**config.mk**
```make
export PLATFORM = sky130hd
export DESIGN_NAME = operand_packer_flat
export DESIGN_NICKNAME = d
export VERILOG_FILES = /design/src/rtl/operand_packer_pkg.sv /design/src/rtl/operand_packer_if.sv /design/src/rtl/operand_packer_fifo.sv /design/src/rtl/operand_packer.sv /design/src/flat_wrapper.sv
export SDC_FILE = /design/constraint.sdc
export NUM_CORES = 1
export LEC_CHECK = 0
export CAP_MARGIN = 15
export CORE_MARGIN = 2
export CORE_UTILIZATION = 53
export DETAILED_ROUTE_END_ITERATION = 6
export PLACE_DENSITY = 0.82
export RECOVER_POWER = 50
export SETUP_SLACK_MARGIN = 0.3
export SYNTH_ARGS = -nofsm -noshare
export SYNTH_HDL_FRONTEND = slang
export SYNTH_SLANG_ARGS = --single-unit
export TNS_END_PERCENT = 50
```
**constraint.sdc**
```tcl
create_clock -name clk -period 9.9 [get_ports clk]
set_input_delay 1.485 -clock clk [delete_from_list [all_inputs] [get_ports clk]]
set_output_delay 1.485 -clock clk [all_outputs]
set_load 0.01 [all_outputs]
```
**src/rtl/operand_packer_pkg.sv**
```systemverilog
// Shared widths, FSM encoding and FIFO entry layout for the operand packer.
package operand_packer_pkg;

  localparam int unsigned DATA_WIDTH       = 65;
  localparam int unsigned PAYLOAD_WIDTH    = DATA_WIDTH - 1;
  localparam int unsigned BUFFER_DEPTH     = 4;
  localparam int unsigned LOG_BUFFER_DEPTH = 3;
  localparam int unsigned BYTES_PER_WORD   = PAYLOAD_WIDTH / 8;
  localparam int unsigned ENTRY_WIDTH      = DATA_WIDTH + 1;
  localparam int unsigned CNT_WIDTH        = 3;
  localparam int unsigned SHREG_WIDTH      = PAYLOAD_WIDTH - 8;

  typedef enum logic [1:0] {
    IDLE    = 2'd0,
    COLLECT = 2'd1,
    STALL   = 2'd2
  } state_e;

  // FIFO entry: mode bit travels alongside the {sign, payload} operand word
  typedef struct packed {
    logic                     sel;
    logic                     sign;
    logic [PAYLOAD_WIDTH-1:0] payload;
  } entry_t;

endpackage

```
**src/rtl/operand_packer_if.sv**
```systemverilog
// Byte input and operand-word output bundle of the operand packer.
interface operand_packer_if;
  import operand_packer_pkg::*;

  logic                  push_in;
  logic [7:0]            data_in_in;
  logic                  sign;
  logic                  select;
  logic                  out_valid;
  logic                  out_ready;
  logic [DATA_WIDTH-1:0] out_data;
  logic                  out_select;
  logic                  full;
  logic                  overflow;
  logic [CNT_WIDTH-1:0]  byte_cnt;

  modport master (
    output push_in, data_in_in, sign, select, out_ready,
    input  out_valid, out_data, out_select, full, overflow, byte_cnt
  );

  modport slave (
    input  push_in, data_in_in, sign, select, out_ready,
    output out_valid, out_data, out_select, full, overflow, byte_cnt
  );

endinterface

```
**src/rtl/operand_packer_fifo.sv**
```systemverilog
// Synchronous FIFO with wrap-bit pointers; head reads as zero while empty.
module operand_fifo #(
  parameter int unsigned WIDTH     = 66,
  parameter int unsigned DEPTH     = 4,
  parameter int unsigned PTR_WIDTH = 3
) (
  input  logic             clk,
  input  logic             rst,
  input  logic             wr_en,
  input  logic [WIDTH-1:0] wr_data,
  input  logic             rd_en,
  output logic [WIDTH-1:0] rd_data_c,
  output logic             full_c,
  output logic             empty_c
);

  localparam int unsigned ADDR_WIDTH = PTR_WIDTH - 1;

  logic [WIDTH-1:0]     mem [DEPTH];
  logic [PTR_WIDTH-1:0] wr_ptr;
  logic [PTR_WIDTH-1:0] rd_ptr;
  logic                 do_rd_c;
  logic                 do_wr_c;

  assign empty_c   = (wr_ptr == rd_ptr);
  assign full_c    = (wr_ptr[PTR_WIDTH-1] != rd_ptr[PTR_WIDTH-1]) &&
                     (wr_ptr[ADDR_WIDTH-1:0] == rd_ptr[ADDR_WIDTH-1:0]);
  assign do_rd_c   = rd_en && !empty_c;
  assign do_wr_c   = wr_en && (!full_c || do_rd_c);
  assign rd_data_c = empty_c ? '0 : mem[rd_ptr[ADDR_WIDTH-1:0]];

  // Pointer update; a simultaneous push and pop leaves the count unchanged
  always_ff @(posedge clk) begin
    if (rst) begin
      wr_ptr <= '0;
      rd_ptr <= '0;
    end else begin
      if (do_wr_c) wr_ptr <= wr_ptr + PTR_WIDTH'(1);
      if (do_rd_c) rd_ptr <= rd_ptr + PTR_WIDTH'(1);
    end
  end

  // Storage array
  always_ff @(posedge clk) begin
    if (do_wr_c) mem[wr_ptr[ADDR_WIDTH-1:0]] <= wr_data;
  end

endmodule

```
**src/rtl/operand_packer.sv**
```systemverilog
// Assembles 8 pushed bytes plus sign into a 65-bit operand and queues it.
module operand_packer
  import operand_packer_pkg::*;
(
  input logic             clk,
  input logic             rst,
  operand_packer_if.slave bus
);

  state_e                 state_q, state_d;
  logic [CNT_WIDTH-1:0]   cnt_q, cnt_d;
  logic [SHREG_WIDTH-1:0] shreg_q, shreg_d;
  logic                   sel_q, sel_d;
  entry_t                 hold_q, hold_d;
  logic                   ovf_q, ovf_d;
  entry_t                 word_c;
  entry_t                 wr_data_c;
  entry_t                 head_c;
  logic                   wr_en_c;
  logic                   full_c;
  logic                   empty_c;
  logic                   space_c;

  assign space_c = !full_c || (!empty_c && bus.out_ready);

  assign bus.out_valid  = !empty_c;
  assign bus.out_data   = {head_c.sign, head_c.payload};
  assign bus.out_select = head_c.sel;
  assign bus.full       = full_c;
  assign bus.overflow   = ovf_q;
  assign bus.byte_cnt   = cnt_q;

  operand_fifo #(
    .WIDTH     (ENTRY_WIDTH),
    .DEPTH     (BUFFER_DEPTH),
    .PTR_WIDTH (LOG_BUFFER_DEPTH)
  ) u_fifo (
    .clk       (clk),
    .rst       (rst),
    .wr_en     (wr_en_c),
    .wr_data   (wr_data_c),
    .rd_en     (bus.out_ready),
    .rd_data_c (head_c),
    .full_c    (full_c),
    .empty_c   (empty_c)
  );

  // State and datapath registers
  always_ff @(posedge clk) begin
    if (rst) begin
      state_q <= IDLE;
      cnt_q   <= '0;
      shreg_q <= '0;
      sel_q   <= 1'b0;
      hold_q  <= '0;
      ovf_q   <= 1'b0;
    end else begin
      state_q <= state_d;
      cnt_q   <= cnt_d;
      shreg_q <= shreg_d;
      sel_q   <= sel_d;
      hold_q  <= hold_d;
      ovf_q   <= ovf_d;
    end
  end

  // Next state: bytes shift in from the top so the first lands in [7:0]
  always_comb begin
    state_d        = state_q;
    cnt_d          = cnt_q;
    shreg_d        = shreg_q;
    sel_d          = sel_q;
    hold_d         = hold_q;
    ovf_d          = ovf_q;
    wr_en_c        = 1'b0;
    wr_data_c      = hold_q;
    word_c.sel     = sel_q;
    word_c.sign    = bus.sign;
    word_c.payload = {bus.data_in_in, shreg_q};

    case (state_q)
      IDLE: begin
        if (bus.push_in) begin
          shreg_d = {bus.data_in_in, shreg_q[SHREG_WIDTH-1:8]};
          sel_d   = bus.select;
          cnt_d   = CNT_WIDTH'(1);
          state_d = COLLECT;
        end
      end
      COLLECT: begin
        if (bus.push_in) begin
          if (cnt_q == CNT_WIDTH'(BYTES_PER_WORD - 1)) begin
            cnt_d = '0;
            if (space_c) begin
              wr_en_c   = 1'b1;
              wr_data_c = word_c;
              state_d   = IDLE;
            end else begin
              hold_d  = word_c;
              state_d = STALL;
            end
          end else begin
            shreg_d = {bus.data_in_in, shreg_q[SHREG_WIDTH-1:8]};
            cnt_d   = cnt_q + CNT_WIDTH'(1);
          end
        end
      end
      STALL: begin
        if (bus.push_in) ovf_d = 1'b1;
        if (space_c) begin
          wr_en_c   = 1'b1;
          wr_data_c = hold_q;
          state_d   = IDLE;
        end
      end
      default: state_d = IDLE;
    endcase
  end

endmodule
```
**src/flat_wrapper.sv**
```systemverilog
// flat-port wrapper written by rule: the top's interface ports become plain ports
module operand_packer_flat import operand_packer_pkg::*;
  (clk, rst, bus_push_in, bus_data_in_in, bus_sign, bus_select, bus_out_ready, bus_out_valid, bus_out_data, bus_out_select, bus_full, bus_overflow, bus_byte_cnt);
  operand_packer_if bus_i ();
  input logic clk;
  input logic rst;
  input wire logic [$bits(bus_i.push_in)-1:0] bus_push_in;
  input wire logic [$bits(bus_i.data_in_in)-1:0] bus_data_in_in;
  input wire logic [$bits(bus_i.sign)-1:0] bus_sign;
  input wire logic [$bits(bus_i.select)-1:0] bus_select;
  input wire logic [$bits(bus_i.out_ready)-1:0] bus_out_ready;
  output wire logic [$bits(bus_i.out_valid)-1:0] bus_out_valid;
  output wire logic [$bits(bus_i.out_data)-1:0] bus_out_data;
  output wire logic [$bits(bus_i.out_select)-1:0] bus_out_select;
  output wire logic [$bits(bus_i.full)-1:0] bus_full;
  output wire logic [$bits(bus_i.overflow)-1:0] bus_overflow;
  output wire logic [$bits(bus_i.byte_cnt)-1:0] bus_byte_cnt;
  assign bus_i.push_in = bus_push_in;
  assign bus_i.data_in_in = bus_data_in_in;
  assign bus_i.sign = bus_sign;
  assign bus_i.select = bus_select;
  assign bus_i.out_ready = bus_out_ready;
  assign bus_out_valid = bus_i.out_valid;
  assign bus_out_data = bus_i.out_data;
  assign bus_out_select = bus_i.out_select;
  assign bus_full = bus_i.full;
  assign bus_overflow = bus_i.overflow;
  assign bus_byte_cnt = bus_i.byte_cnt;
  operand_packer u_core (.clk(clk), .rst(rst), .bus(bus_i));
endmodule
```
# == After elaboration in Yosys (flattened, before gate mapping) ==
# Memories as Yosys holds them, arrays and structs flattened. A register that Yosys moved wholly into a read port is not among the register bits.
# Index checks and enable logic that the tools add are counted.
# word_totals
ff_bits,135
memories,1
inputBits,14
out_inout_bits,72
word_cells,67
mem_bits_rw,264
# memory_table
name,words,word_bits,rd,rd_ports_with_merged_regs,write_ports,line_no,text
u_core.u_fifo.mem,4,66,1,1,1,operand_packer_fifo.sv:19,logic [WIDTH-1:0] mem [DEPTH];
# classes
reduce_logical,14
n_eq_ne,11
addsub,3
n_bitwise,1
mux,27
# ops
op,count
66-bit two-way mux,5
56-bit two-way mux,3
56-bit one-hot mux with 2 select lines,1
2-bit two-way mux,7
4-bit AND reduction,3
"3-bit by 1-bit adder with 3-bit output, second input constant",3
3-bit two-way mux,3
"2-bit inequality test, second input constant",3
2-bit one-hot mux with 3 select lines,1
3-bit one-hot mux with 2 select lines,1
1-bit two-way mux,5
"2-bit by 1-bit inequality test with 1-bit output, second input constant",2
2-bit AND reduction,2
3-bit equality test,1
"3-bit equality test, second input constant",1
1-bit logical AND,3
3-bit AND reduction,1
"2-bit by 1-bit equality test with 1-bit output, second input constant",1
2-bit equality test,1
"2-bit equality test, second input constant",1
1-bit zero test,2
2-bit zero test,1
1-bit one-hot mux with 2 select lines,1
2-bit nonzero test,1
3 further kinds,3

# == Longest topological paths before layout ==
# logic_depth
depth_word,11
mapped_depth,9
mapped_depth_nobuf,6

# == By module ==
# Synthesis repeated with hierarchy kept, for this count alone.
# unflattened
hier_cells,1005
hier_area_um2,16350.7
# modules_own_cells
mod,cells_each,area_per_inst_um2,n_inst
operand_fifo,471,10430.0,1
operand_packer,534,5920.7,1

# == Worst setup path before layout ==
# OpenSTA, ideal clock, no wires.
# synth_path
path_kind,input -> register
start,in bus_push_in
end,reg u_core.u_fifo.wr_ptr[2]
slack_ps,2589
arrival_ps,7230
stages,4
required_time_ps,9819
path_cell_list,clkbuf_1 -> a31oi_1 -> nor3_1 -> mux2_2
# synth_between
elab_chain_cells,3
# synth_lines
element,line_no,text
"start, declared",flat_wrapper.sv:7,input wire logic [$bits(bus_i.push_in)-1:0] bus_push_in;
1-bit two-way mux,operand_packer.sv:91,if (bus.push_in) begin
1-bit one-hot mux with 2 select lines,operand_packer.sv:81,case (state_q)
1-bit logical AND,operand_packer_fifo.sv:29,assign do_wr_c = wr_en && (!full_c || do_rd_c);
"end signal, assigned",operand_packer_fifo.sv:38,if (do_wr_c) wr_ptr <= wr_ptr + PTR_WIDTH'(1);
"end, declared",operand_packer_fifo.sv:20,logic [PTR_WIDTH-1:0] wr_ptr;
# No other way between the ends.
# A chain may end at the register's enable or synchronous reset.

# == Worst setup path after layout ==
# layout_path
start,in bus_out_ready
end,mem u_core.u_fifo.mem[3][10] (data pin)
# layout_between
elab_chain_cells,6
# layout_lines
element,line_no,text
"start, declared",flat_wrapper.sv:11,input wire logic [$bits(bus_i.out_ready)-1:0] bus_out_ready;
1-bit logical AND,operand_packer.sv:24,assign space_c = !full_c || (!empty_c && bus.out_ready);
1-bit logical OR,operand_packer.sv:24,
66-bit two-way mux,operand_packer.sv:94,if (space_c) begin
66-bit two-way mux,operand_packer.sv:92,if (cnt_q == CNT_WIDTH'(BYTES_PER_WORD - 1)) begin
66-bit two-way mux,operand_packer.sv:91,
66-bit two-way mux,n/a,
net u_core.u_fifo.wr_data[10],operand_packer_fifo.sv:10,"input logic [WIDTH-1:0] wr_data,"
"end, declared",operand_packer_fifo.sv:19,
# The timed path passes the listed nets, and every way through them passes these cells.

==> flow_summary.ini <==
[outcome]
status = finished with violations
violations = capacitance limit, slew limit

[die]
die_height_um = 180.9
chipWidth_um = 180.9
start_util = 0.5396
num_rows = 64
coreArea_um2 = 30750
design.portCount = 86
die_area_um2 = 32740

[detailed_routing]
ant_nets = 0
drc = 0
drtIter0Drc = 797
vias = 8996
drt-pass1-iter-count = 5
wl_mm = 32.53
detail_route.wl_per_cell_um = 20.23
detail_route.vias_per_cell = 5.595

[critical_path]
crit_type = input pin to flop
start_kind = input pin
worstPathMaxFanout = 59
arrival_ns = 6.85
crit_family = buffers and inverters
cp_data_required_time_ns = 10.15
path_cells = dlygate4sd3_1, nor4_1, or3b_1, clkbuf_1, mux2_2
slowest_delay_ns = 2.97
slowest_stage = clkbuf_1
cp-end-kind = flop
crit_buf_inv = 2

[cts]
clock-sinks = 401
clock_latency_ns = 0.53
clock_path_buffers = 3
cts_resized = 0
cts-htree-levels = 2
cts-root-buf = clkbuf_16
cts_tree = yes
path_clk_slew_ns = 0.06
cts_buffers = 40
cts_setup_buffers = 0
cts_hold_buf = 0

[synth]
synth-edff-count = 264
ys.flop_type = edfxtp_1
synthMostInstantiatedCell = edfxtp_1
yosysTopAreaCell = edfxtp_1
synth.top_cell.area_share = 0.4778
syn-num-nets = 1138
yosys-top-cells-count = edfxtp_1 (264), dfxtp_1 (137), nand2b_1 (136)
synth_cell_type_count = 38
synth_area_leaders = edfxtp_1 (48%), dfxtp_1 (17%), mux4_2 (9.0%), nand2b_1 (5.1%), mux2i_1 (4.2%)
ys_ff_latch = 401
syn_area_per_cell_um2 = 14.90
async_reset_ff_frac = 0
ys_warn_count = 0
yosysSeqAreaShare = 0.6430
syn-cell-area_um2 = 16590
syn_inst = 1114

[sta]
setup_slack_ns = 3.300
maxSlewHeadroom = -1.788
fin_tns_setup_ns = 0
fmax_mhz = 151.5
setup_viol = 0
fin_crit_ns = 6.600
drv_slew = 165
worstMarginPinSlew_ns = 4.182
hold_viol = 0
rsz0062_at_grt = false
finalCritPeriodShare = 0.6667
fin_worst_skew_ns = 0.02017

[run]
cap_viol_max_count = 3

[cells_and_area]
syn_to_final_growth_pct = 13.11
layout.cells.non_filler = 1608
nets = 1205
n_antenna_cell = 0
drive_gt1_frac = 0.1394
final_cell_area_um2 = 18770

[placement]
gp_congestion = 0.7244
dp.cells = 1535
placed_area_um2 = 17700
post-dp-hpwl_mm = 17.65
dpl_worst_slack_ns = 5.425
io_buffers = 85

[global_route]
antenna_found_initial = 0
grt_pass1_vias = 9473
grt_max_degree = 130
overflow = 0
grt_pass1_wl_mm = 51.78
track_usage = 0.2018

[power]
power.total_mw = 3.348
power_density_nw_per_um2 = 178.4
power.leakage_nw = 5.694
peakVddDrop_v = 0.0001079

[hold_path]
hold_class = flop to flop
## state kept, by name, indices dropped and copies added, names as in the netlist, named ones only
signal and flops:
u_core.bus.byte_cnt 3, u_core.bus.overflow 1, u_core.hold_q 66, u_core.sel_q 1
u_core.shreg_q 56, u_core.state_q 2, u_core.u_fifo.mem 264, u_core.u_fifo.rd_ptr 3
u_core.u_fifo.wr_ptr 3
## through the flow
step           utilization  hold slack [ns]
2_1_floorplan            -           0.4452
3_3_place_gp        0.5755           0.4571
3_5_place_dp        0.5755           0.4616
4_1_cts             0.6166           0.4701
5_1_grt             0.6104           0.4904
6_report            0.6104           0.4697
## cell usage in the layout (no fill, tap or decap), drive strengths merged, types with 2 or more instances in the layout
master / instances
edfxtp: 264
dfxtp: 137
nand2b: 136
nand2: 117
clkdlybuf4s50: 77
mux2i: 69
mux2: 69
nor2b: 68
mux4: 66
a21oi: 59
clkbuf: 56
clkinv: 16
nor2: 12
ha: 10
buf: 10
dlygate4sd3: 7
inv: 7
xor2: 5
and2: 3
bufinv: 3
nor3: 3
o31ai: 2
a32oi: 2
## cell families after synthesis
logic type | after synthesis | share of synthesized area
buffers and inverters | 78 | 0.02353
adder cells (fa/ha/maj) | 10 | 0.007540
AND/OR/NAND/NOR | 346 | 0.1124
flip-flops | 401 | 0.6430
multiplexers | 204 | 0.1871
XOR/XNOR | 6 | 0.004072
AO/OA/AOI/OAI | 69 | 0.02240
## worst register-to-register path: stages, from the launching register on
cell and delay [ns]:
dfxtp_1 0.45, xor2_2 0.15, nor4_1 0.71, or3b_1 0.47, clkbuf_1 2.97, mux2_2 0.61
## power by group
group,leakage [nW],total [mW],internal [mW],switching [mW]
Clock,0.621,1.46,0.847,0.609
Sequential,3.23,1.78,1.77,0.0121
Combinational,1.84,0.108,0.0351,0.0733
## routing by layer
| metal | vias up | track usage | wire, um |
|---|---|---|---|
| met4 | 0 | 0.04553 | 435 |
| met1 | 4589 | 0.2804 | 14740 |
| li1 | 4149 | - | - |
| met5 | - | 0 | 0 |
| met2 | 222 | 0.3394 | 15890 |
| met3 | 36 | 0.03084 | 1472 |
## area by class of cell
cell class,instances,area [um2]
clock inverter,21,187.7
multi-input combinational,635,5385
timing repair buffer,98,930.9
tap,396,495.5
inverter,5,18.77
sequential,401,10680
clock buffer,52,1076
fill,2330,11980
## worst paths after layout
path	from	endpoint	slack (ns)	depth (start not counted)
worst min register to register	u_core.sel_q	u_core.sel_q	0.47	2
worst max register to register	u_core.u_fifo.wr_ptr[0]	u_core.u_fifo.mem[3][10]	4.27	5
worst min-delay path	u_core.sel_q	u_core.sel_q	0.47	2
worst max-delay path	bus_out_ready	u_core.u_fifo.mem[3][10]	3.30	5
Power figures use the tool's default switching activity.
